File: src/rtl/fir_ctrl_ntap.sv
// N-tap FIR datapath sequencer: coefficient loading and per-sample convolution,
// issuing one micro-op per cycle to the shared ALU/register-file datapath.
module fir_ctrl_ntap #(
  parameter int         NUM_TAPS = 4,
  parameter logic [5:0] SUB_MASK = 6'b000000
) (
  input  logic       clk,
  input  logic       n_rst,
  input  logic       dr,
  input  logic       lc,
  input  logic       overflow,
  output logic       cnt_up,
  output logic       clear,
  output logic       modwait,
  output logic [2:0] op,
  output logic [3:0] src1,
  output logic [3:0] src2,
  output logic [3:0] dest,
  output logic       err
);

  // state       | meaning
  // IDLE        | waiting for dr / lc
  // EIDLE       | error hold (dr glitch or overflow), err=1
  // COEF_LOAD   | load coefficient k into R(N+1+k)
  // COEF_WAIT   | wait for next lc
  // SAMPLE_LOAD | load incoming sample into R(2N+2)
  // CLEAR_ACC   | R0 = R0 - R0, count the sample
  // SHIFT       | R(k+1) = R(k), k counts down to 1
  // LOAD_S1     | R1 = newest sample
  // MUL         | temp = R(k+1) * F(k)
  // ACC         | R0 = R0 +/- temp
  typedef enum logic [3:0] {
    IDLE, EIDLE, COEF_LOAD, COEF_WAIT, SAMPLE_LOAD,
    CLEAR_ACC, SHIFT, LOAD_S1, MUL, ACC
  } state_t;

  localparam logic [2:0] OP_NOP  = 3'b000;
  localparam logic [2:0] OP_COPY = 3'b001;
  localparam logic [2:0] OP_LDS  = 3'b010;
  localparam logic [2:0] OP_LDC  = 3'b011;
  localparam logic [2:0] OP_ADD  = 3'b100;
  localparam logic [2:0] OP_SUB  = 3'b101;
  localparam logic [2:0] OP_MUL  = 3'b110;

  localparam logic [3:0] NUM_R     = 4'(NUM_TAPS);
  localparam logic [3:0] COEF_BASE = 4'(NUM_TAPS + 1);
  localparam logic [3:0] TEMP_REG  = 4'(2 * NUM_TAPS + 1);
  localparam logic [3:0] SAMP_REG  = 4'(2 * NUM_TAPS + 2);
  localparam logic [2:0] LAST_K    = 3'(NUM_TAPS - 1);
  localparam logic [7:0] SUB_EXT   = {2'b00, SUB_MASK};

  state_t     state_q, state_d;
  logic [2:0] k_q, k_d;
  logic       modwait_q, modwait_d;

  always_ff @(posedge clk or negedge n_rst) begin
    if (!n_rst) begin
      state_q   <= IDLE;
      k_q       <= 3'd0;
      modwait_q <= 1'b0;
    end else begin
      state_q   <= state_d;
      k_q       <= k_d;
      modwait_q <= modwait_d;
    end
  end

  always_comb begin
    state_d = state_q;
    k_d     = k_q;
    case (state_q)
      IDLE, EIDLE: begin
        if (dr) begin
          state_d = SAMPLE_LOAD;
        end else if (lc) begin
          state_d = COEF_LOAD;
          k_d     = 3'd0;
        end
      end
      COEF_LOAD: begin
        if (k_q == LAST_K) begin
          state_d = IDLE;
          k_d     = 3'd0;
        end else begin
          state_d = COEF_WAIT;
          k_d     = k_q + 3'd1;
        end
      end
      COEF_WAIT: if (lc) state_d = COEF_LOAD;
      SAMPLE_LOAD: state_d = dr ? CLEAR_ACC : EIDLE;
      CLEAR_ACC: begin
        k_d     = LAST_K;
        state_d = (LAST_K == 3'd0) ? LOAD_S1 : SHIFT;
      end
      SHIFT: begin
        if (k_q == 3'd1) state_d = LOAD_S1;
        else             k_d     = k_q - 3'd1;
      end
      LOAD_S1: begin
        state_d = MUL;
        k_d     = 3'd0;
      end
      MUL: state_d = ACC;
      ACC: begin
        if (k_q == LAST_K) begin
          state_d = IDLE;
          k_d     = 3'd0;
        end else begin
          state_d = MUL;
          k_d     = k_q + 3'd1;
        end
      end
      default: begin
        state_d = IDLE;
        k_d     = 3'd0;
      end
    endcase

    // Overflow only matters once the accumulator is in use.
    if (overflow && (state_q == CLEAR_ACC || state_q == SHIFT || state_q == LOAD_S1 ||
                     state_q == MUL || state_q == ACC)) begin
      state_d = EIDLE;
      k_d     = 3'd0;
    end

    modwait_d = (state_d == COEF_LOAD) || (state_d == SAMPLE_LOAD) || (state_d == CLEAR_ACC) ||
                (state_d == SHIFT) || (state_d == LOAD_S1) || (state_d == MUL) || (state_d == ACC);
  end

  always_comb begin
    op     = OP_NOP;
    src1   = 4'd0;
    src2   = 4'd0;
    dest   = 4'd0;
    cnt_up = 1'b0;
    clear  = 1'b0;
    err    = 1'b0;
    case (state_q)
      EIDLE: err = 1'b1;
      COEF_LOAD: begin
        op    = OP_LDC;
        dest  = COEF_BASE + {1'b0, k_q};
        clear = 1'b1;
      end
      COEF_WAIT: begin
        // k already advanced; keep pointing at the coefficient just loaded
        dest  = NUM_R + {1'b0, k_q};
        clear = 1'b1;
      end
      SAMPLE_LOAD: begin
        op   = OP_LDS;
        dest = SAMP_REG;
      end
      CLEAR_ACC: begin
        op     = OP_SUB;
        cnt_up = 1'b1;
      end
      SHIFT: begin
        op   = OP_COPY;
        src1 = {1'b0, k_q};
        dest = {1'b0, k_q} + 4'd1;
      end
      LOAD_S1: begin
        op   = OP_COPY;
        src1 = SAMP_REG;
        dest = 4'd1;
      end
      MUL: begin
        op   = OP_MUL;
        src1 = {1'b0, k_q} + 4'd1;
        src2 = COEF_BASE + {1'b0, k_q};
        dest = TEMP_REG;
      end
      ACC: begin
        op   = SUB_EXT[k_q] ? OP_SUB : OP_ADD;
        src2 = TEMP_REG;
      end
      default: ;
    endcase
  end

  assign modwait = modwait_q;

endmodule

File: config.mk
export PLATFORM = sky130hd
export DESIGN_NAME = fir_ctrl_ntap
export DESIGN_NICKNAME = d
export VERILOG_FILES = /design/src/rtl/fir_ctrl_ntap.sv
export SDC_FILE = /design/constraint.sdc
export NUM_CORES = 1
export LEC_CHECK = 0
export CELL_PAD_IN_SITES_DETAIL_PLACEMENT = 1
export CELL_PAD_IN_SITES_GLOBAL_PLACEMENT = 2
export CORE_AREA = 2 2 63 65
export CTS_BUF_LIST = sky130_fd_sc_hd__clkbuf_4 sky130_fd_sc_hd__clkbuf_8 sky130_fd_sc_hd__clkbuf_16
export DETAILED_ROUTE_END_ITERATION = 12
export DIE_AREA = 0 0 65 67
export PLACE_DENSITY_LB_ADDON = 0.1
export RECOVER_POWER = 50
export SYNTH_ARGS = -nofsm -noshare
export SYNTH_HDL_FRONTEND = slang
export SYNTH_SLANG_ARGS = --single-unit
File: constraint.sdc
create_clock -name clk -period 4.7 [get_ports clk]
set_input_delay 0.705 -clock clk [delete_from_list [all_inputs] [get_ports clk]]
set_output_delay 0.705 -clock clk [all_outputs]
set_load 0.05 [all_outputs]
==> Word level (Yosys, flattened, before mapping) <==
Memories as Yosys holds them, arrays and structs flattened.
Cells that the tools add are included.
{ "op_classes": {"n_addsub": 5, "multipliers": 0, "n_div": 0, "order_cmp": 1, "n_eq_ne": 22, "shifts": 0, "muxes": 23, "n_bitwise": 0, "reduce_logical": 18} }
{ "ops": {"columns": ["cell", "n"], "rows": [
  ["case mux 4 bit (9 select lines)", 1],
  ["equality test 4 x 3 -> 1 bit (second input constant)", 8],
  ["case mux 4 bit (6 select lines)", 1],
  ["two-way mux 4 bit", 5],
  ["two-way mux 3 bit", 6],
  ["case mux 3 bit (6 select lines)", 1],
  ["equality test 4 bit (second input constant)", 4],
  ["case mux 3 bit (5 select lines)", 1],
  ["equality test 4 x 2 -> 1 bit (second input constant)", 3],
  ["case mux 4 bit (3 select lines)", 1],
  ["logical OR 1 bit", 10],
  ["adder 3 x 3 -> 4 bit (first input constant)", 2],
  ["case mux 4 bit (2 select lines)", 1],
  ["OR reduction 2 bit", 4],
  ["!= test 3 bit (second input constant)", 2],
  ["two-way mux 1 bit", 5],
  ["adder 3 x 1 -> 4 bit (second input constant)", 1],
  ["equality test 4 x 1 -> 1 bit (second input constant)", 1],
  ["logical NOT 4 bit", 1],
  ["< comparator 3 x 4 -> 1 bit (second input constant)", 1],
  ["AND reduction 4 bit", 1],
  ["adder 3 x 1 -> 3 bit (second input constant)", 1],
  ["equality test 3 x 1 -> 1 bit (second input constant)", 1],
  ["equality test 3 x 2 -> 1 bit (second input constant)", 1],
  ["other kinds (6)", 6]
]} }
{ "totals": {"ff_bits": 8, "latch_bits": 0, "ramBits": 0, "romBits": 8, "inputBits": 5, "out_inout_bits": 19, "elab_cells": 73, "mem_count": 1} }
{ "memory_table": {"columns": ["memory", "depth", "word_bits", "read_ports", "rd_clocked_by_memory_dff", "wr", "line_no", "rtl"], "rows": [
  ["(name not given)", 8, 1, 1, 0, 0, "176", "op = SUB_EXT[k_q] ? OP_SUB : OP_ADD;"]
]} }

==> Logic depth before layout (Yosys ltp) <==
{ "depth": {"depth_word": 14, "ltp_mapped": 7, "ltp_nobuf": 7} }

==> Worst setup path before layout <==
Ideal clock, no wire load.
{ "synth_path": {"kind": "flip-flop to output port", "startpoint": "reg state_q[2]", "endpoint": "out dest[3]", "arrival_ns": 2.275, "required_time_ns": 3.995, "setup_slack_ns": 1.720, "path_stages_with_launch": 6, "path_buffers": 3, "path_cell_list": "dfrtp_1 -> buf_6 -> buf_2 -> buf_4 -> maj3_1 -> o21ai_0"} }
{ "synth_between": {"elab_chain_len": 2, "word_cells_on_any_way": 7, "classes_between": "eq/ne (6); mux (1)"} }
{ "synth_lines": {"columns": ["element", "line_no", "rtl"], "rows": [
  ["start, declared", "53", "state_t state_q, state_d;"],
  ["start signal, assigned", "63", "state_q <= state_d;"],
  ["equality test 4 bit (tied with other cells)", "139", "case (state_q)"],
  ["case mux 4 bit (6 select lines) *", "139", null],
  ["end, declared", "18", "output logic [3:0] dest,"]
]} }
Every way passes the cells marked *; elsewhere a longest branch is shown, timed or not.

==> Final worst setup path <==
{ "layout_path": {"startpoint": "reg state_q[2]", "endpoint": "out src1[1]"} }
{ "layout_between": {"elab_chain_len": 2, "word_cells_on_any_way": 4, "classes_between": "eq/ne (3); mux (1)"} }
{ "layout_lines": {"columns": ["element", "line_no", "rtl"], "rows": [
  ["equality test 4 bit or equality test 4 x 3 -> 1 bit (tied branches)", "139", null],
  ["case mux 4 bit (3 select lines) *", "139", null],
  ["end, declared", "16", "output logic [3:0] src1,"]
]} }
Marks and branches as above.

==> key figures <==
Yosys
  – Most common flop cell mapped by yosys: dfrtp_1
  – Top cell type's share of synthesized area: 18.8%
  – Count of cell types in the netlist: 47
  – Syn Nets: 150
  – Area leader, netlist: dfrtp_1
  – #FFs+latches synth: 8
  – Top post-synthesis cells by area: dfrtp_1, ha_1, nand2b_1, a21oi_1, nor2_1
  – Synth Instances: 139
  – Ys async rst share: 100%
  – Number of synthesized flops with an enable pin: 0
  – Cell area after synthesis: 1060 sq um
  – Mean area per synthesized cell: 7.64 sq um
  – Register area share after synthesis: 18.8%
  – Synth warn: 0

Clock network
  – H-tree Lvls: 1
  – Clock Path Buffers: 2
  – CTS Buf Count: 3
  – Clk sinks: 8
  – Root cell of the clock tree: clkbuf_8
  – CTS tree: built
  – Post-CTS resize count: 0
  – Clk slew on worst S/H paths: 0.04 ns
  – Clock Latency Late Sink: 0.22 ns
  – Postcts setup bufs: 0
  – Post-CTS Hold Fix Bufs: 0

Worst setup path
  – Setup CP Type: reg2out
  – Reg2Reg Setup Slack: 2.32 ns
  – Worst r2r path cells: 4
  – CP Capture Type: output port
  – Reg2reg end: k_q[2]$_DFFE_PN0P_
  – Worst reg2reg startpoint: state_q[2]$_DFF_PN0_
  – Worst path arrival time: 2.86 ns
  – Largest fanout on the critical path: 33
  – Crit path required time: 3.99 ns
  – CP Launch Type: register

GRT
  – All-layer global routing usage: 17.5%
  – Largest net degree at the start of global routing: 34
  – Initial antenna violation count: 0
  – Vias in the first global route: 1152
  – GRT Residual Overflow: 0
  – First-pass GRT wire length: 5840 um

Final layout
  – Layout cells sized above 1: 4.49%
  – Fill count: 448
  – Design area: 1340 sq um
  – Nets: 169
  – Commonest non-fill, non-tap cells in the layout: clkdlybuf4s50_1, nand2b_1, nor2_1
  – Final non-filler cell total: 204
  – Most common cell after layout, fill and taps aside: clkdlybuf4s50_1
  – Post-Route Utilization: 37.2%
  – Area delta synth->final: 26.1%
  – Ant diodes: 0

Routing
  – WL final: 3550 um
  – Post-DRT Antenna Nets: 0
  – DR WL/cell: 17.4 um
  – 1st-iter DRT viols: 63
  – Post-DR vias/cell: 5.54
  – Via count: 1131
  – First-pass iteration count of the detailed router: 4
  – Number of remaining DRC errors: 0

Placed design
  – Pre-CTS setup slack: 1.45 ns
  – Hpwl dp: 2680 um
  – Global placer's final weighted congestion: 0.771
  – PortBufs: 23
  – Placed Cells: 201
  – Placed Area: 1300 sq um

Power
  – Max IR drop VDD: 0.298 mV
  – Pwr per Cell Area: 756 nW/um^2
  – P_leak: 0.000511 uW

Timing
  – Final setup fails: 0
  – Setup WS post-layout: 1.14 ns
  – RSZ-0062 raised after global routing: no
  – Count of pins over their slew limit: 0
  – Worst rel slew slack: 34.5%
  – Worst-Margin Slew: 0.983 ns
  – Final Hold Viols: 0
  – Period utilization: 75.8%
  – Achievable Freq: 281 MHz
  – Setup TNS: 0 ns
  – Fin crit period: 3.56 ns
  – Skew final: 0.00170 ns

Run
  – Max cap viols: 0

Die
  – Die X-Extent: 65 um
  – DIE AREA: 4360 sq um
  – Ports: 24
  – Core area: 3610 sq um
  – # rows: 22
  – Die Span Y: 67 um
  – Initial Util: 29.5%

Worst hold path
  – Worst Hold Depth: 2
  – Hold path start: k_q[1]$_DFFE_PN0P_
  – Hold Path End: k_q[1]$_DFFE_PN0P_
  – Min-Delay Path Class: reg2reg

Status
  – Status: complete, no violations
[synth_stat cells, drive strengths merged (2+ instances only)]
| master | number |
|---|---|
| a2111oi | 2 |
| a211oi | 2 |
| a21oi | 9 |
| a2bb2oi | 2 |
| a31oi | 2 |
| and3 | 3 |
| buf | 8 |
| clkbuf | 2 |
| dfrtp | 8 |
| ha | 6 |
| inv | 10 |
| mux2i | 4 |
| nand2 | 7 |
| nand2b | 12 |
| nand3b | 3 |
| nor2 | 12 |
| nor2b | 5 |
| nor3 | 2 |
| nor3b | 2 |
| o21ai | 8 |
| o21bai | 3 |
| o22ai | 3 |
| o311ai | 2 |
| o31ai | 2 |
| or3b | 2 |
[worst max-delay path by stage]
stage	startpoint	endpoint	slack [ns]	cells past startpoint
floorplan	state_q[2]$_DFF_PN0_	dest[3]	1.72	5
global placement	state_q[2]$_DFF_PN0_	op[2]	1.53	4
detailed placement	state_q[2]$_DFF_PN0_	op[2]	1.45	4
CTS	state_q[2]$_DFF_PN0_	op[2]	1.21	4
global route	state_q[2]$_DFF_PN0_	dest[0]	0.91	4
finish	state_q[2]$_DFF_PN0_	src1[1]	1.14	4
[power breakdown]
group          leakage, uW  internal (uW)  total, uW  switching (uW)
clock            0.0000216           55.1       77.4            22.4
combinational     0.000386            269        728             459
sequential        0.000104           94.4        208             114
total             0.000511            418       1010             595
[layout make-up]
| type | instances | area, sq um | share of cell area (%) |
|---|---|---|---|
| Clock buffer | 3 | 41.3 | 3.08 |
| Inverter | 10 | 37.5 | 2.80 |
| Sequential cell | 8 | 200 | 14.9 |
| Tap cell | 48 | 60.1 | 4.48 |
| Multi-Input combinational cell | 111 | 763 | 57.0 |
| Timing Repair Buffer | 24 | 238 | 17.7 |
[critical path, cell delays in order, from the launching register on]
cell and delay, ns:
dfrtp_1 0.73, nor3b_1 0.72, and3_1 0.26, o21bai_1 0.10, clkdlybuf4s50_1 0.81
[flip-flops by register name (all words and copies together), names as in the netlist]
| name | count |
|---|---|
| modwait | 1 |
| state_q | 4 |
| k_q | 3 |
[cells by family (layout without fill, tap and decap cells)]
group / after synthesis / count (layout) / share of synthesized area (%)
AO/OA/AOI/OAI: 46 / 46 / 31.0
adder cells (fa/ha/maj): 7 / 7 / 8.01
flip-flops: 8 / 8 / 18.8
AND/OR/NAND/NOR: 54 / 54 / 29.6
multiplexers: 4 / 4 / 3.77
buffers and inverters: 20 / 37 / 8.83
[layer usage]
metal	up-vias	wire [um]	track usage (%)
met2	32	1660	29.8
met1	554	1720	23.2
li1	543	-	-
met3	2	162	2.03
met5	-	0	0
met4	0	14	4.79
[metrics by stage]
stage                     power, uW  hold WS, ns
after detailed placement        942        0.680
after global placement          929        0.662
after CTS                      1020        0.687
after floorplan                 728        0.409
after global routing           1080        0.720
final                          1010        0.678
(Power assumes the default switching activity.)
